### src/rtl/difftest_pkg.sv
// difftest_pkg -- shared definitions for the difftest commit path.
//   DIFFTEST_XLEN : default register/PC width
//   commit_rec_t  : one buffered commit record (pc, ebreak flag)
//   dt_state_e    : commit-queue control states
//   Simulator hooks: set_gpr_ptr, set_pc_ptr, cpu_commited_func, cpu_ebreak.
// Macros:
//   SYNTHESIS     : drops the simulator hooks entirely.
// The hooks are SV stand-ins that count calls and keep the last PC,
// so a plain simulation can run and observe them.
package difftest_pkg;

   localparam int unsigned DIFFTEST_XLEN = 64;

   typedef struct packed {
      logic                     ebreak;
      logic [DIFFTEST_XLEN-1:0] pc;
   } commit_rec_t;

   typedef enum logic [1:0] {
      ST_RUN    = 2'd0,
      ST_FLUSH  = 2'd1,
      ST_HALTED = 2'd2
   } dt_state_e;

`ifndef SYNTHESIS
   int unsigned     n_gpr_calls    = 0;
   int unsigned     n_commit_calls = 0;
   int unsigned     n_ebreak_calls = 0;
   longint unsigned last_pc        = 0;

   function automatic void set_gpr_ptr();
      n_gpr_calls = n_gpr_calls + 1;
   endfunction

   function automatic void set_pc_ptr(input longint unsigned pc);
      last_pc = pc;
   endfunction

   function automatic void cpu_commited_func();
      n_commit_calls = n_commit_calls + 1;
   endfunction

   function automatic void cpu_ebreak();
      n_ebreak_calls = n_ebreak_calls + 1;
   endfunction
`endif

endpackage

### src/rtl/difftest_commit_fifo.sv
// difftest_commit_fifo -- LANES-write, single-read circular record buffer.
//   clock_i, reset_ni : clock, synchronous active-low reset
//   wr_valid_i/wr_rec_i : per-lane write strobes/records; valid lanes are
//                         packed into consecutive slots, lane 0 first
//   rd_en_i           : pop the oldest record (caller guarantees non-empty)
//   rd_rec_o          : oldest record
//   empty_o, count_o  : occupancy status
// The caller guarantees there is room for every strobed lane.
module difftest_commit_fifo
   import difftest_pkg::*;
#(
   parameter int unsigned LANES = 2,
   parameter int unsigned DEPTH = 8
)(
   input  logic                        clock_i,
   input  logic                        reset_ni,
   input  logic        [LANES-1:0]     wr_valid_i,
   input  commit_rec_t [LANES-1:0]     wr_rec_i,
   input  logic                        rd_en_i,
   output commit_rec_t                 rd_rec_o,
   output logic                        empty_o,
   output logic [$clog2(DEPTH):0]      count_o
);

   localparam int unsigned AW = $clog2(DEPTH);
   localparam int unsigned CW = AW + 1;

   commit_rec_t   mem_q [DEPTH];
   logic [AW-1:0] wptr_q, wptr_d, rptr_q, rptr_d;
   logic [CW-1:0] count_q, count_d;
   logic [CW-1:0] n_wr;
   logic [AW-1:0] waddr [LANES];

   // Each valid lane lands at wptr + (number of valid lanes below it), so
   // holes in the strobe vector do not leave gaps in the buffer.
   always_comb begin
      n_wr = '0;
      for (int i = 0; i < LANES; i++) begin
         waddr[i] = wptr_q + n_wr[AW-1:0];
         n_wr     = n_wr + CW'(wr_valid_i[i]);
      end
      wptr_d  = wptr_q + n_wr[AW-1:0];
      rptr_d  = rptr_q + AW'(rd_en_i);
      count_d = count_q + n_wr - CW'(rd_en_i);
   end

   always_ff @(posedge clock_i) begin
      if (!reset_ni) begin
         wptr_q  <= '0;
         rptr_q  <= '0;
         count_q <= '0;
      end else begin
         wptr_q  <= wptr_d;
         rptr_q  <= rptr_d;
         count_q <= count_d;
      end
   end

   always_ff @(posedge clock_i) begin
      for (int i = 0; i < LANES; i++) begin
         if (wr_valid_i[i]) mem_q[waddr[i]] <= wr_rec_i[i];
      end
   end

   assign rd_rec_o = mem_q[rptr_q];
   assign empty_o  = (count_q == '0);
   assign count_o  = count_q;

endmodule

### src/rtl/difftest_commit_queue.sv
// difftest_commit_queue -- buffers per-lane core commits and drains them to
// the difftest simulator one per cycle.
//   clock, reset      : clock, synchronous active-low reset
//   commit_valid/pc/ebreak : per-lane commit strobe, PC (lane i at
//                       [i*XLEN +: XLEN]) and ebreak flag
//   commit_ready      : core may commit this cycle
//   drain_en          : simulator permits one drain this cycle
//   trace_valid/pc    : one-cycle strobe and PC of each drained record
//   commit_cnt        : records drained since reset
//   halted, overflow_err (sticky), timeout (sticky)
// Macro DIFFTEST_WATCHDOG_EN adds parameter TIMEOUT and an idle watchdog
// that halts the queue; without it timeout is tied low.
//
// state   | meaning
// RUN     | accepting commits, draining
// FLUSH   | ebreak buffered; no commits, draining up to the ebreak record
// HALTED  | ebreak drained or watchdog fired; frozen until reset
module difftest_commit_queue
   import difftest_pkg::*;
#(
   parameter int unsigned XLEN  = DIFFTEST_XLEN,
   parameter int unsigned LANES = 2,
   parameter int unsigned DEPTH = 8
`ifdef DIFFTEST_WATCHDOG_EN
   , parameter int unsigned TIMEOUT = 10000
`endif
)(
   input  logic                  clock,
   input  logic                  reset,
   input  logic [LANES-1:0]      commit_valid,
   input  logic [LANES*XLEN-1:0] commit_pc,
   input  logic [LANES-1:0]      commit_ebreak,
   output logic                  commit_ready,
   input  logic                  drain_en,
   output logic                  trace_valid,
   output logic [XLEN-1:0]       trace_pc,
   output logic [63:0]           commit_cnt,
   output logic                  halted,
   output logic                  overflow_err,
   output logic                  timeout
);

   localparam int unsigned CW = $clog2(DEPTH) + 1;

   dt_state_e                state_q, state_d;
   logic        [LANES-1:0]  lane_wr;
   commit_rec_t [LANES-1:0]  lane_rec;
   logic                     ebreak_enq;
   logic                     rd_en;
   logic                     fifo_empty;
   logic        [CW-1:0]     occ;
   commit_rec_t              rd_rec;
   logic                     trace_valid_q;
   logic        [XLEN-1:0]   trace_pc_q;
   logic        [63:0]       commit_cnt_q;
   logic                     overflow_q, overflow_d;
   logic                     wdog_fire;

   assign commit_ready = (state_q == ST_RUN) && ((CW'(DEPTH) - occ) >= CW'(LANES));

   // An enqueued ebreak kills every higher lane of the same cycle.
   always_comb begin
      lane_wr    = '0;
      lane_rec   = '0;
      ebreak_enq = 1'b0;
      for (int i = 0; i < LANES; i++) begin
         lane_rec[i].pc     = DIFFTEST_XLEN'(commit_pc[i*XLEN +: XLEN]);
         lane_rec[i].ebreak = commit_ebreak[i];
         if (commit_ready && commit_valid[i] && !ebreak_enq) begin
            lane_wr[i] = 1'b1;
            if (commit_ebreak[i]) ebreak_enq = 1'b1;
         end
      end
   end

   assign rd_en      = (state_q != ST_HALTED) && !fifo_empty && drain_en;
   assign overflow_d = overflow_q |
                       ((state_q != ST_HALTED) && !commit_ready && (|commit_valid));

   always_comb begin
      state_d = state_q;
      case (state_q)
         ST_RUN: begin
            if (ebreak_enq)     state_d = ST_FLUSH;
            else if (wdog_fire) state_d = ST_HALTED;
         end
         ST_FLUSH: begin
            if (rd_en && rd_rec.ebreak) state_d = ST_HALTED;
         end
         default: state_d = ST_HALTED;
      endcase
   end

   difftest_commit_fifo #(
      .LANES (LANES),
      .DEPTH (DEPTH)
   ) u_fifo (
      .clock_i    (clock),
      .reset_ni   (reset),
      .wr_valid_i (lane_wr),
      .wr_rec_i   (lane_rec),
      .rd_en_i    (rd_en),
      .rd_rec_o   (rd_rec),
      .empty_o    (fifo_empty),
      .count_o    (occ)
   );

`ifdef DIFFTEST_WATCHDOG_EN
   logic [31:0] wdog_q, wdog_d;
   logic        timeout_q;

   always_comb begin
      wdog_d    = '0;
      wdog_fire = 1'b0;
      if (state_q == ST_RUN && lane_wr == '0) begin
         wdog_d    = wdog_q + 32'd1;
         wdog_fire = (wdog_d == TIMEOUT);
      end
   end

   always_ff @(posedge clock) begin
      if (!reset) begin
         wdog_q    <= '0;
         timeout_q <= 1'b0;
      end else begin
         wdog_q <= wdog_d;
         if (wdog_fire) timeout_q <= 1'b1;
      end
   end

   assign timeout = timeout_q;
`else
   assign wdog_fire = 1'b0;
   assign timeout   = 1'b0;
`endif

   always_ff @(posedge clock) begin
      if (!reset) begin
         state_q       <= ST_RUN;
         trace_valid_q <= 1'b0;
         trace_pc_q    <= '0;
         commit_cnt_q  <= '0;
         overflow_q    <= 1'b0;
      end else begin
         state_q       <= state_d;
         trace_valid_q <= rd_en;
         if (rd_en) trace_pc_q <= XLEN'(rd_rec.pc);
         commit_cnt_q  <= commit_cnt_q + 64'(rd_en);
         overflow_q    <= overflow_d;
`ifndef SYNTHESIS
         if (rd_en) begin
            set_pc_ptr(64'(rd_rec.pc));
            cpu_commited_func();
            if (rd_rec.ebreak) cpu_ebreak();
         end
         if (wdog_fire) cpu_ebreak();
`endif
      end
   end

`ifndef SYNTHESIS
   initial set_gpr_ptr();
`endif

   assign trace_valid  = trace_valid_q;
   assign trace_pc     = trace_pc_q;
   assign commit_cnt   = commit_cnt_q;
   assign overflow_err = overflow_q;
   assign halted       = (state_q == ST_HALTED);

endmodule

### config.mk
export PLATFORM = sky130hd
export DESIGN_NAME = difftest_commit_queue
export DESIGN_NICKNAME = d
export VERILOG_FILES = /design/src/rtl/difftest_pkg.sv /design/src/rtl/difftest_commit_fifo.sv /design/src/rtl/difftest_commit_queue.sv
export SDC_FILE = /design/constraint.sdc
export NUM_CORES = 1
export LEC_CHECK = 0
export ABC_CLOCK_PERIOD_IN_PS = 8300
export BUFFER_PORTS_ARGS = -buffer_cell sky130_fd_sc_hd__buf_2
export CORE_UTILIZATION = 30
export DETAILED_ROUTE_END_ITERATION = 6
export PLACE_DENSITY = 0.51
export SLEW_MARGIN = 10
export SYNTH_ARGS = -nofsm -noshare
export SYNTH_HDL_FRONTEND = slang
export SYNTH_SLANG_ARGS = --single-unit
### constraint.sdc
create_clock -name clock -period 8.3 [get_ports clock]
set_input_delay 2.075 -clock clock [delete_from_list [all_inputs] [get_ports clock]]
set_output_delay 2.075 -clock clock [all_outputs]
set_load 0.01 [all_outputs]
## Yosys cells after proc, flatten, opt, wreduce, memory -nomap -nowiden

Memory sizes are Yosys's and may differ from the RTL's. A register that Yosys moved wholly into a read port is not among the register bits.
Index checks and enable logic that the tools add are counted.

- Muxes and demuxes: 14
- Equal/unequal tests: 5
- Reduce and logical (&&, ||, !) cells: 16
- $lt $le $gt $ge: 1
- Add/sub/neg operators: 8
- Bitwise logic cells: 1

Operators with widths:

| cell | count |
|---|---|
| 64-bit by 1-bit adder with 64-bit output | 1 |
| 1-bit 2-to-1 mux | 10 |
| 1-bit logical AND | 9 |
| 3-bit by 1-bit adder with 3-bit output | 2 |
| 2-bit != test (second input constant) | 3 |
| 4-bit adder | 1 |
| 4-bit by 2-bit >= comparator with 1-bit output (second input constant) | 1 |
| 4-bit logical NOT | 1 |
| 2-bit 2-to-1 mux | 2 |
| 2-bit one-hot mux with 2 select lines | 1 |
| 4-bit by 1-bit subtractor with 4-bit output | 1 |
| 4-bit subtractor (first input constant) | 1 |
| 3-bit adder | 1 |
| 1-bit logical NOT | 3 |
| 3-bit 2-to-1 mux | 1 |
| 1-bit by 1-bit adder with 2-bit output | 1 |
| 2-bit by 1-bit == test with 1-bit output (second input constant) | 1 |
| 2-bit == test (second input constant) | 1 |
| 2-bit logical NOT | 1 |
| 2-bit AND reduction | 1 |
| 2-bit OR reduction | 1 |
| 1-bit OR | 1 |

- Bits of input ports: 135
- Memories: 1
- Output and inout port bits: 133
- Bits in registers: 142
- RAM bits: 520
- Word-level logic and storage cells: 54

Memory list:

| memory | words | bits a word | rd ports | clocked after Yosys merged registers in | wr ports | RTL line | text |
|---|---|---|---|---|---|---|---|
| u_fifo.mem_q | 8 | 65 | 1 | 1 | 2 | difftest_commit_fifo.sv:28 | `commit_rec_t mem_q [DEPTH];` |

## Logic depth before layout (Yosys ltp)

- Depth in word-level cells: 11
- Mapped depth: 16
- Mapped depth without buffers: 15

## Cells and area by module

A second synthesis with hierarchy kept.

- Cells, all modules: 2073
- Area, all modules: 31946.9 um^2

By module, submodules not included:

| module | area each (um^2) | times used | cells an instance | seq. area each (um^2) |
|---|---|---|---|---|
| difftest_commit_fifo | 26510.4 | 1 | 1411 | 15815.2 |
| difftest_commit_queue | 5436.5 | 1 | 662 | 2642.5 |

## Least setup slack after synthesis

OpenSTA, ideal clock, no wires.

- Path kind: in2reg
- Start point: in commit_valid[0]
- End point: mem u_fifo.mem_q[1][0] (netlist bit) (enable)
- Buffers on the path: 0
- Library setup time: 0.584 ns
- Data required time: 7.716 ns
- Slack: 0.572 ns
- Stages on the path: 4
- Data arrival time: 7.144 ns
- Cell sequence: nand2_1 inv_1 nand2_1 o31ai_1

RTL lines:

| what | RTL line | text |
|---|---|---|
| start, declared | difftest_commit_queue.sv:30 | `input logic [LANES-1:0] commit_valid,` |
| end, declared | difftest_commit_fifo.sv:28 |  |

==> impl_metrics.yaml <==
clock_tree:
  cts.clk_slew.worst_paths_ps: 50
  cts_buffer_depth: 3
  cts_tree: "done"
  cts_buffers: 81
  root_buffer: "clkbuf_16"
  post_cts_buffers: 0
  cts_hold_buffers: 0
  clkLatencyLatePin_ps: 660
  cts.sinks: 662
  htree_num_levels: 3
  cts_resized: 0
timing:
  hold_violations: 0
  slew_headroom_pct: 32.63
  fin_tns_setup_ps: 0
  timing.fmax_ghz: 0.2091
  skew_ps: 36.61
  finalSetupViolCount: 0
  drv_slew: 0
  finalCritPeriodShare_pct: 57.62
  whs_ps: 472.1
  tightest_slew_ps: 1010
  rsz0062_at_grt: "no"
  layout_min_cycle_time_ps: 4783
grt:
  grt_pass1_wl_um: 133700
  grt.overflow.total: 0
  antenna_found_initial: 34
  grt_pass1_vias: 20040
  grtUsageTotal_pct: 16.80
  grt_max_degree: 104
synth:
  ys_types: 51
  syn_area_per_cell_um2: 15.71
  synthCells: 2020
  synth_nets: 2173
  synth_area_um2: 31740
  synth-main-ff-cell: "edfxtp_1"
  ys_seq_elements: 662
  async_reset_ff_share_pct: 0
  synth-edff-count: 520
  ys_warn_count: 0
  synth.yosys.seq_area_share_pct: 58.15
worst_setup_path:
  path_cells: "buf_2 -> nand2_1 -> inv_1 -> ha_1 -> ha_1 -> xor2_1 -> nor2_1 -> and2_4 -> a21o_4 -> buf_4"
  path_max_fanout: 43
  crit_slowest_cell: "buf_4"
  setup.worst_path.start_class: "input port"
  max_stage_delay_ps: 710
  arrival_ps: 5040
  crit_type: "input port to register"
  crit_path_end_kind: "register"
  r2r_start: "u_fifo.count_o[2]"
  cp_data_required_time_ps: 8560
  crit_top_cell: "ha_1"
  crit_start: "commit_valid[0]"
finish:
  layout-drive-gt1-share_pct: 43.46
  stdcell_count: 3719
  final_cell_mix: "520 x edfxtp_1, 441 x mux2_2, 266 x buf_2"
  area_delta_synth_final_pct: 17.01
  nets: 2417
  final_common_cell: "edfxtp_1"
  num-fill-cells: 10080
  ff_latch_area_um2: 18470
  post-route-util_pct: 35.63
  multiInputGateArea_um2: 12560
min_path:
  hold_start: "overflow_err"
  hp-class: "register to register"
detailed_routing:
  top_layer_used: "met5"
  wl_met1_um: 37090
  routed_wl_um: 89850
  via_per_inst: 5.083
  wl_per_cell_um: 24.16
  dr.first_iter.drc_count: 1276
  dr_wl_met2_um: 46380
  dr.pass1.iters: 5
  drc_errors: 0
  wl_met3_um: 4053
  vias: 18900
  ant_nets: 0
run:
  cap_violations: 0
floorplanning:
  core-area_um2: 104200
  pin_count: 268
  fp.dieArea_um2: 107100
  start_util_pct: 30.45
  die_w_um: 327.3
  rows: 118
  fp.dieH_um: 327.3
placement:
  dp.cells: 3561
  place.gp.congestion: 0.7647
  numPortBuffers: 266
  dp_hpwl_um: 54440
pwr:
  leakage_nw: 12.32
  max-vdd-ir-drop_mv: 0.1735
  p_per_area_nw_per_um2: 298.3
status:
  status: "complete, no violations"
## stage by stage
stage / instance area, um^2 / power (mW) / worst slack (ps)
6_report: 37140 / 11.08 / 3517
2_1_floorplan: 31740 / 6.596 / 572.0
5_1_grt: 37130 / 11.62 / 3365
4_1_cts: 37130 / 11.28 / 3495
3_5_place_dp: 34400 / 7.628 / 2798
3_3_place_gp: 34400 / 7.569 / 2841
## worst max-delay path, delay by kind of cell
family	cells	cell delay, ps
xor+xnor	1	200
compound gates	1	420
simple gates	3	940
buf+inv	3	940
fa+ha+maj	2	420
## synthesized netlist by cell type (2+ instances only)
master     number  area [um^2]
a211oi_1       64        480.5
a21o_1          2        15.01
a21oi_1        28        140.1
a31o_2          3        26.28
and2_1         12        75.07
and3_1          8        50.05
and4_1          5        43.79
buf_1           8        30.03
buf_2          25        125.1
buf_4          15        112.6
buf_6          24        270.3
clkbuf_1       61        229.0
dfxtp_1       142         2843
edfxtp_1      520        15610
fa_1            2        40.04
ha_1           16        200.2
inv_1          22        82.58
mux2_1         79        889.6
mux2_2        441         4966
mux2i_1        66        660.6
mux4_2        130         2928
nand2_1        34        127.6
nand2b_1        3        18.77
nand3_1        27        135.1
nand3_2         2        20.02
nand4_1        21        131.4
nand4b_1        4        35.03
nand4bb_1       2        22.52
nor2_1        121        454.2
nor3_1         10        50.05
nor4_1          9        56.30
o21ai_0        16        80.08
o31ai_1        11        82.58
o41ai_1         5        43.79
or2_2           4        25.02
or3_1          14        87.58
or4_1          12        90.09
xnor2_1        17        148.9
xor2_1         23        201.4
## logic make-up after synthesis
family	share of synthesized area, %
muxes	29.75
adders and majority gates	0.7568
xor gates and xnor gates	1.104
AOI/OAI and AO/OA	2.838
and+or+nand+nor	4.706
DFF	58.15
other	0.01181
buffers and inverters	2.688
## registers in the layout, indices dropped and copies added, names as in the netlist
register and cells:
u_fifo.wptr_q 3, u_fifo.rptr_q 3, u_fifo.count_o 4, overflow_err 1, state_q 2, commit_cnt 64, trace_valid 1, u_fifo.mem_q 520
trace_pc 64
## layout make-up
class / count / area share (%)
tap: 1380 / 4.649
clock inverter: 30 / 1.152
clock buffer: 122 / 6.195
timing repair buffer: 294 / 4.184
sequential: 662 / 49.72
multi-input combinational: 1202 / 33.81
inverter: 23 / 0.2459
antenna: 6 / 0.04042
## worst paths after layout
kind	cells after the start	endpoint	slack (ps)
setup / recovery	10	u_fifo.mem_q[0][42]	3520
hold / removal	2	overflow_err	470
setup reg to reg	10	u_fifo.mem_q[7][11]	3710
hold reg to reg	2	overflow_err	470
## report_power, final
group          leakage [nW]  switching [mW]  total [mW]  internal (mW)
registers              5.89           0.232        4.55           4.32
logic                  5.11            1.62        2.91           1.29
clock network          1.32            1.46        3.61           2.16
total                  12.3            3.31        11.1           7.77
## routing by layer
layer / GRT usage [%] / vias up
met5: 0 / -
met4: 4.561 / 28
met3: 3.240 / 169
met2: 30.12 / 420
met1: 20.43 / 9772
li1: - / 8515
No activity file was read; power rests on OpenSTA's default activity.
